**src/rtl/game_ctl.sv**
```systemverilog
// Pong match-flow controller: goal detection, scoring, serve sequencing.
module game_ctl #(
  parameter int unsigned LEFT_GOAL_X  = 10,
  parameter int unsigned RIGHT_GOAL_X = 1013,
  parameter int unsigned WIN_SCORE    = 9,
  parameter int unsigned PAUSE_FRAMES = 60
) (
  input  logic        clk,
  input  logic        rst,
  input  logic        timing_tick,
  input  logic        start,
  input  logic [10:0] x_ball,
  output logic [1:0]  state,
  output logic [3:0]  player1_score,
  output logic [3:0]  player2_score,
  output logic        ball_reset,
  output logic        serve_dir,
  output logic        winner
);

  localparam int unsigned CNT_W = (PAUSE_FRAMES > 1) ? $clog2(PAUSE_FRAMES) : 1;

  typedef enum logic [1:0] {
    S_START = 2'd0,
    S_PLAY  = 2'd1,
    S_POINT = 2'd2,
    S_END   = 2'd3
  } state_t;

  state_t           r_state;
  logic [3:0]       r_p1_score;
  logic [3:0]       r_p2_score;
  logic             r_ball_reset;
  logic             r_serve_dir;
  logic             r_winner;
  logic [CNT_W-1:0] r_cnt;
  logic             r_start_q;

  logic w_start_edge;
  logic w_goal_left;
  logic w_goal_right;
  logic w_p1_won;
  logic w_p2_won;
  logic w_pause_done;

  assign w_start_edge = start & ~r_start_q;
  assign w_goal_left  = (x_ball <= 11'(LEFT_GOAL_X));
  assign w_goal_right = (x_ball >= 11'(RIGHT_GOAL_X));
  assign w_p1_won     = (r_p1_score == 4'(WIN_SCORE));
  assign w_p2_won     = (r_p2_score == 4'(WIN_SCORE));
  assign w_pause_done = (r_cnt == CNT_W'(PAUSE_FRAMES - 1));

  // Start button history; reset high so a button held through reset is not an edge.
  always_ff @(posedge clk or negedge rst) begin
    if (!rst) begin
      r_start_q <= 1'b1;
    end else begin
      r_start_q <= start;
    end
  end

  // Match state machine with scores, pause counter and serve control.
  always_ff @(posedge clk or negedge rst) begin
    if (!rst) begin
      r_state      <= S_START;
      r_p1_score   <= 4'd0;
      r_p2_score   <= 4'd0;
      r_ball_reset <= 1'b0;
      r_serve_dir  <= 1'b0;
      r_winner     <= 1'b0;
      r_cnt        <= '0;
    end else begin
      r_ball_reset <= 1'b0;
      case (r_state)
        S_START: begin
          if (w_start_edge) begin
            r_state      <= S_PLAY;
            r_ball_reset <= 1'b1;
          end
        end
        S_PLAY: begin
          if (timing_tick) begin
            if (w_goal_left) begin
              r_p2_score  <= (r_p2_score < 4'(WIN_SCORE)) ? r_p2_score + 4'd1 : r_p2_score;
              r_serve_dir <= 1'b0;
              r_state     <= S_POINT;
              r_cnt       <= '0;
            end else if (w_goal_right) begin
              r_p1_score  <= (r_p1_score < 4'(WIN_SCORE)) ? r_p1_score + 4'd1 : r_p1_score;
              r_serve_dir <= 1'b1;
              r_state     <= S_POINT;
              r_cnt       <= '0;
            end
          end
        end
        S_POINT: begin
          // Ball position is ignored here so a ball still past the line cannot re-score.
          if (timing_tick) begin
            if (w_p1_won || w_p2_won) begin
              r_state  <= S_END;
              r_winner <= w_p2_won;
              r_cnt    <= r_cnt + CNT_W'(1);
            end else if (w_pause_done) begin
              r_state      <= S_PLAY;
              r_ball_reset <= 1'b1;
              r_cnt        <= '0;
            end else begin
              r_cnt <= r_cnt + CNT_W'(1);
            end
          end
        end
        S_END: begin
          // A new match returns to START; a second press serves.
          if (w_start_edge) begin
            r_p1_score <= 4'd0;
            r_p2_score <= 4'd0;
            r_state    <= S_START;
          end
        end
        default: r_state <= S_START;
      endcase
    end
  end

  assign state         = r_state;
  assign player1_score = r_p1_score;
  assign player2_score = r_p2_score;
  assign ball_reset    = r_ball_reset;
  assign serve_dir     = r_serve_dir;
  assign winner        = r_winner;

endmodule

```
**config.mk**
```make
export PLATFORM = sky130hd
export DESIGN_NAME = game_ctl
export DESIGN_NICKNAME = d
export VERILOG_FILES = /design/src/rtl/game_ctl.sv
export SDC_FILE = /design/constraint.sdc
export NUM_CORES = 1
export LEC_CHECK = 0
export BUFFER_PORTS_ARGS = -buffer_cell sky130_fd_sc_hd__buf_2
export CAP_MARGIN = 40
export CORE_UTILIZATION = 43
export CTS_CLUSTER_SIZE = 14
export DETAILED_ROUTE_END_ITERATION = 10
export GPL_TIMING_DRIVEN = 1
export PLACE_DENSITY = 0.65
export SETUP_SLACK_MARGIN = 0.3
export SLEW_MARGIN = 20
export SYNTH_ARGS = -nofsm -noshare
export SYNTH_HDL_FRONTEND = slang
export SYNTH_SLANG_ARGS = --single-unit
```
**constraint.sdc**
```tcl
create_clock -name clk -period 3.3 [get_ports clk]
set_clock_uncertainty 0.2 [all_clocks]
set_input_delay 0.33 -clock clk [delete_from_list [all_inputs] [get_ports clk]]
set_output_delay 0.33 -clock clk [all_outputs]
set_load 0.02 [all_outputs]
```
# After elaboration in Yosys (flattened, before gate mapping)
# Index checks and enable logic that the tools add are counted.
word_totals:
  out_inout_bits: 13
  register_bits: 20
  inputBits: 15
  wordCells: 78
classes:
  n_lt_le_gt_ge: 4
  n_addsub: 3
  reduce_logical: 11
  eq_ne: 17
  n_mux: 33
  bitwise: 2
op_table:
  columns: ["operator", "count"]
  rows:
  - ["6-bit two-way mux", 6]
  - ["4-bit two-way mux", 8]
  - ["2-bit inequality test (second input constant)", 9]
  - ["2-bit two-way mux", 8]
  - ["4-bit one-hot mux with 2 select lines", 2]
  - ["6-bit one-hot mux with 2 select lines", 1]
  - ["6-bit AND reduction", 2]
  - ["11-bit by 10-bit >= comparator with 1-bit output (second input constant)", 1]
  - ["11-bit by 4-bit less-or-equal comparator with 1-bit output (second input constant)", 1]
  - ["4-bit by 1-bit adder with 4-bit output (second input constant)", 2]
  - ["4-bit == test (second input constant)", 2]
  - ["4-bit less-than comparator (second input constant)", 2]
  - ["2-bit one-hot mux with 4 select lines", 1]
  - ["6-bit by 1-bit adder with 6-bit output (second input constant)", 1]
  - ["6-bit == test (second input constant)", 1]
  - ["1-bit two-way mux", 6]
  - ["3-bit inequality test (second input constant)", 2]
  - ["3-bit AND reduction", 2]
  - ["2-bit nonzero test", 3]
  - ["5-bit AND reduction", 1]
  - ["2-bit == test (second input constant)", 2]
  - ["4-bit AND reduction", 1]
  - ["2-bit by 1-bit == test with 1-bit output (second input constant)", 1]
  - ["2-bit zero test", 1]
  - ["other kinds (4)", 4]

# Logic depth before layout (Yosys ltp)
logic_depth:
  word_depth: 6
  mapped_depth: 7
  mapped_depth_nobuf: 7

# Least setup slack after synthesis
# No wires, ideal clock.
synth_timing:
  kind: "register to register"
  start: "register r_start_q"
  end: "register r_p1_score[0], in the netlist player1_score[0]"
  arrival_ns: 1.533
  path_buffers: 0
  slack_ns: 1.439
  stages_incl_launch_ff: 6
  setup_ns: 0.128
  synth_period_minus_slack_ns: 1.861
  required_ns: 2.972
  cell_sequence: "dfstp_2 and2b_1 mux2_1 o311ai_2 a21oi_2 mux2_1"
synth_between:
  elab_chain_cells: 4
synth_rtl:
  columns: ["item", "line", "source"]
  rows:
  - ["from (decl)", "37", "logic r_start_q;"]
  - ["from (signal assigned)", "58", "r_start_q <= start;"]
  - ["1-bit NOT", "46", "assign w_start_edge = start & ~r_start_q;"]
  - ["1-bit bitwise AND", "46", null]
  - ["2-bit inequality test (no line)", null, null]
  - ["6-bit AND reduction (no line)", null, null]
  - ["to (signal assigned)", "89", "r_p1_score <= (r_p1_score < 4'(WIN_SCORE)) ? r_p1_score + 4'd1 : r_p1_score;"]
  - ["to (decl)", "31", "logic [3:0] r_p1_score;"]
# Every way passes these cells.
# A chain may end at the register's enable or synchronous reset.

# Worst setup path after layout
layout_timing:
  start: "input start"
  end: "register r_p1_score[0], in the netlist player1_score[0]"
layout_between:
  elab_chain_cells: 3
layout_rtl:
  columns: ["item", "line", "source"]
  rows:
  - ["from (decl)", "11", "input logic start,"]
  - ["1-bit bitwise AND", "46", null]
  - ["2-bit inequality test (no line)", null, null]
  - ["6-bit AND reduction (no line)", null, null]
# Every way passes these cells.

==> flow_summary.toml <==
[floorplanning]
fp.dieH_um = 56.67
core_um2 = 2805
die_w_um = 56.67
dieArea_um2 = 3211
io_pins = 28
rows = 19
start_util_pct = 45.81

[cts]
clkTransAtPathRegs_ns = 0.11
clock-root-buffer = "clkbuf_4"
clock_latency_ns = 0.30
numCtsBuffers = 3
post-cts-setup-buffers = 0
cts_tree = "built"
cts_buffer_depth = 2
cts_max_level = 1
cts_sinks = 20

[worst_setup_path]
arrival_ns = 2.16
r2r_start = "r_start_q$_DFF_PN1_"
required_ns = 3.29
r2r_cells = 5
timing.rr.end = "player1_score[0]$_DFFE_PN0P_"
crit_type = "in -> reg"
cp-end-kind = "register"
cp_slowest_cell = "dlygate4sd3_1"
slowest_delay_ns = 0.52
r2r_slack_ns = 1.31
cp-endpoint = "player1_score[0]$_DFFE_PN0P_"
crit_path_start_kind = "primary input"
crit_path_cell_trace = "dlygate4sd3_1 > buf_2 > and2b_1 > mux2_1 > o311ai_2 > a21oi_2 > mux2_1"
path_max_fanout = 7
crit_top_cell = "mux2_1"
crit_start = "start"

[global_route]
grt_pass1_wl_um = 4788
antenna_found_initial = 0
grt_usage_pct = 19.38
grt_pass1_vias = 1096
grt-ovfl-total = 0
grt_max_degree = 21

[placement]
routabilityCongestion = 0.7497
postPlaceCellArea_um2 = 1439
place_hpwl_um = 2187
port_buffers = 27
dp_slack_ns = 1.296

[drt]
drc = 6
wl_met1_um = 1245
vias_per_cell = 5.740
first_iter_violations = 27
wl_met3_um = 94
vias = 1125
final_antenna_net_count = 0
dr_wl_met2_um = 1470
routed.top_layer = "met4"
routed_wl_um = 2831
first_pass_iters = 7
wl_per_cell_um = 14.44

[final_layout]
stdcell_area_um2 = 1485
drive_gt1_share_pct = 23.64
syn2layout_area_growth_pct = 15.58
antenna-diode-count = 0
finish.net_count = 188

[synth]
syn-instance-count = 136
seq_area_frac_synth_pct = 39.05
syn_area_um2 = 1285
synth_top_area_share_pct = 37.00
ys_warn_count = 0
synthTopCellsByCount = "dfrtp_1, nand2_1, nand3_1"
synth.most_common_cell = "dfrtp_1"
synth_area_per_cell_um2 = 9.448
ys_seq_elements = 20
ys_types = 49
syn_nets = 158
synth_largest_area_cell = "dfrtp_1"
synthArstFlopShare_pct = 100.0
synth_edf_count = 0
yosys-top-cells-area = "dfrtp_1, ha_1, nand3_1, nand2_1, a21oi_1"
synth_ff_type = "dfrtp_1"

[sta]
slew_viol_final = 0
rsz0062_at_grt = "false"
finalCritPeriodShare_pct = 65.76
tns_ns = 0
hold_viol_final = 0
worst_pin_slew_ns = 0.5900
worst_slack_ns = 1.130
fmax_mhz = 460.8
whs_ns = 0.2069
maxSlewHeadroom_pct = 60.23
period_needed_ns = 2.170
finalSetupViolCount = 0

[flow_run]
drv_cap = 0

[power]
p_comb_share_pct = 42.6
p_clk_share_pct = 13.2
p_total_w = 0.0009245
p_sw_share_pct = 44.47
ir_drop_v = 0.0002901
p_leak_nw = 0.7128
pwr-share-seq_pct = 44.2
p_per_area_nw_per_um2 = 622.5
p_int_w = 0.0005134
switching_power_w = 0.0004111

[run_status]
outcome = "complete, but fails checks"
violations = "design-rule violations"

[worst_hold_path]
hold_path_class = "in -> reg"
[flip-flops by register name (all words and copies together), names as in the netlist]
name and flops:
ball_reset 1, player1_score 4, player2_score 4, r_cnt 6, r_start_q 1, serve_dir 1, state 2, winner 1
[critical path, delay by kind of cell]
kind,cells,cell delay (ns)
mux,2,0.54
simple gates,1,0.26
buf+inv,2,0.62
compound gates,2,0.41
[metal layers]
layer,vias up,global-route usage [%]
li1,550,-
met1,548,24.23
met2,25,34.01
met3,2,2.765
met4,0,6.429
met5,-,0
[stage by stage]
stage               std cells  utilization, %
global placement          190           51.29
CTS                       196           52.94
finish                    196           52.94
detailed placement        190           51.29
global route              196           52.94
floorplan                 136               -
[cell families (layout without fill, tap and decap cells)]
| kind of cell | Yosys count | in the layout | share of synthesized area [%] |
|---|---|---|---|
| and+or+nand+nor | 53 | 53 | 23.27 |
| AOI/OAI and AO/OA | 36 | 36 | 21.52 |
| DFF | 20 | 20 | 39.05 |
| buffers and inverters | 14 | 43 | 4.479 |
| adders and majority gates | 7 | 7 | 6.816 |
| muxes | 5 | 5 | 4.187 |
| xor gates and xnor gates | 1 | 1 | 0.6817 |
[final cells by class]
cell class | instances | area, um^2
Fill cell | 285 | 1320
Multi-Input combinational cell | 102 | 725.7
Sequential cell | 20 | 501.7
Timing Repair Buffer | 29 | 155.1
Tap cell | 31 | 38.79
Inverter | 10 | 37.54
Clock buffer | 4 | 26.28
[cells in the final DEF, fill, tap and decap left out, types with 3 or more instances in the layout]
cell type / synthesis / final
nand2b_1: 5 / 5
mux2_1: 3 / 3
nand3b_1: 3 / 3
ha_1: 7 / 7
nor2b_1: 3 / 3
nand3_1: 10 / 10
inv_1: 9 / 9
dfrtp_1: 19 / 19
o21ai_1: 5 / 5
a21oi_1: 8 / 8
nor2_1: 5 / 5
nand2_1: 13 / 13
o21ai_0: 3 / 3
buf_2: 1 / 27
clkbuf_4: 0 / 3
[worst min path at each step]
stage	start	to	slack (ns)	depth (start not counted)
after global routing	timing_tick	state[1]$_DFFE_PN0P_	0.22	3
after detailed placement	rst	winner$_DFFE_PN0P_	0.12	1
after CTS	x_ball[10]	serve_dir$_DFFE_PN0P_	0.21	3
final	x_ball[10]	serve_dir$_DFFE_PN0P_	0.21	3
after floorplan	rst	ball_reset$_DFF_PN0_	-0.17	0
after global placement	rst	player2_score[3]$_DFFE_PN0P_	0.10	1
[power groups by stage]
stage               Combinational (W)  Clock (W)  Sequential (W)
finish                       0.000394   0.000122        0.000408
global route                 0.000444   0.000134        0.000424
global placement             0.000381          0        0.000407
CTS                          0.000398   0.000125        0.000408
detailed placement           0.000394          0        0.000413
floorplan                    0.000289          0        0.000407
[repair_timing]
item,4_1_cts,5_1_grt
resized for setup,0,0
endpoints found under the hold margin,20,0
hold buffers,2,0
No activity file was read; power rests on OpenSTA's default activity.
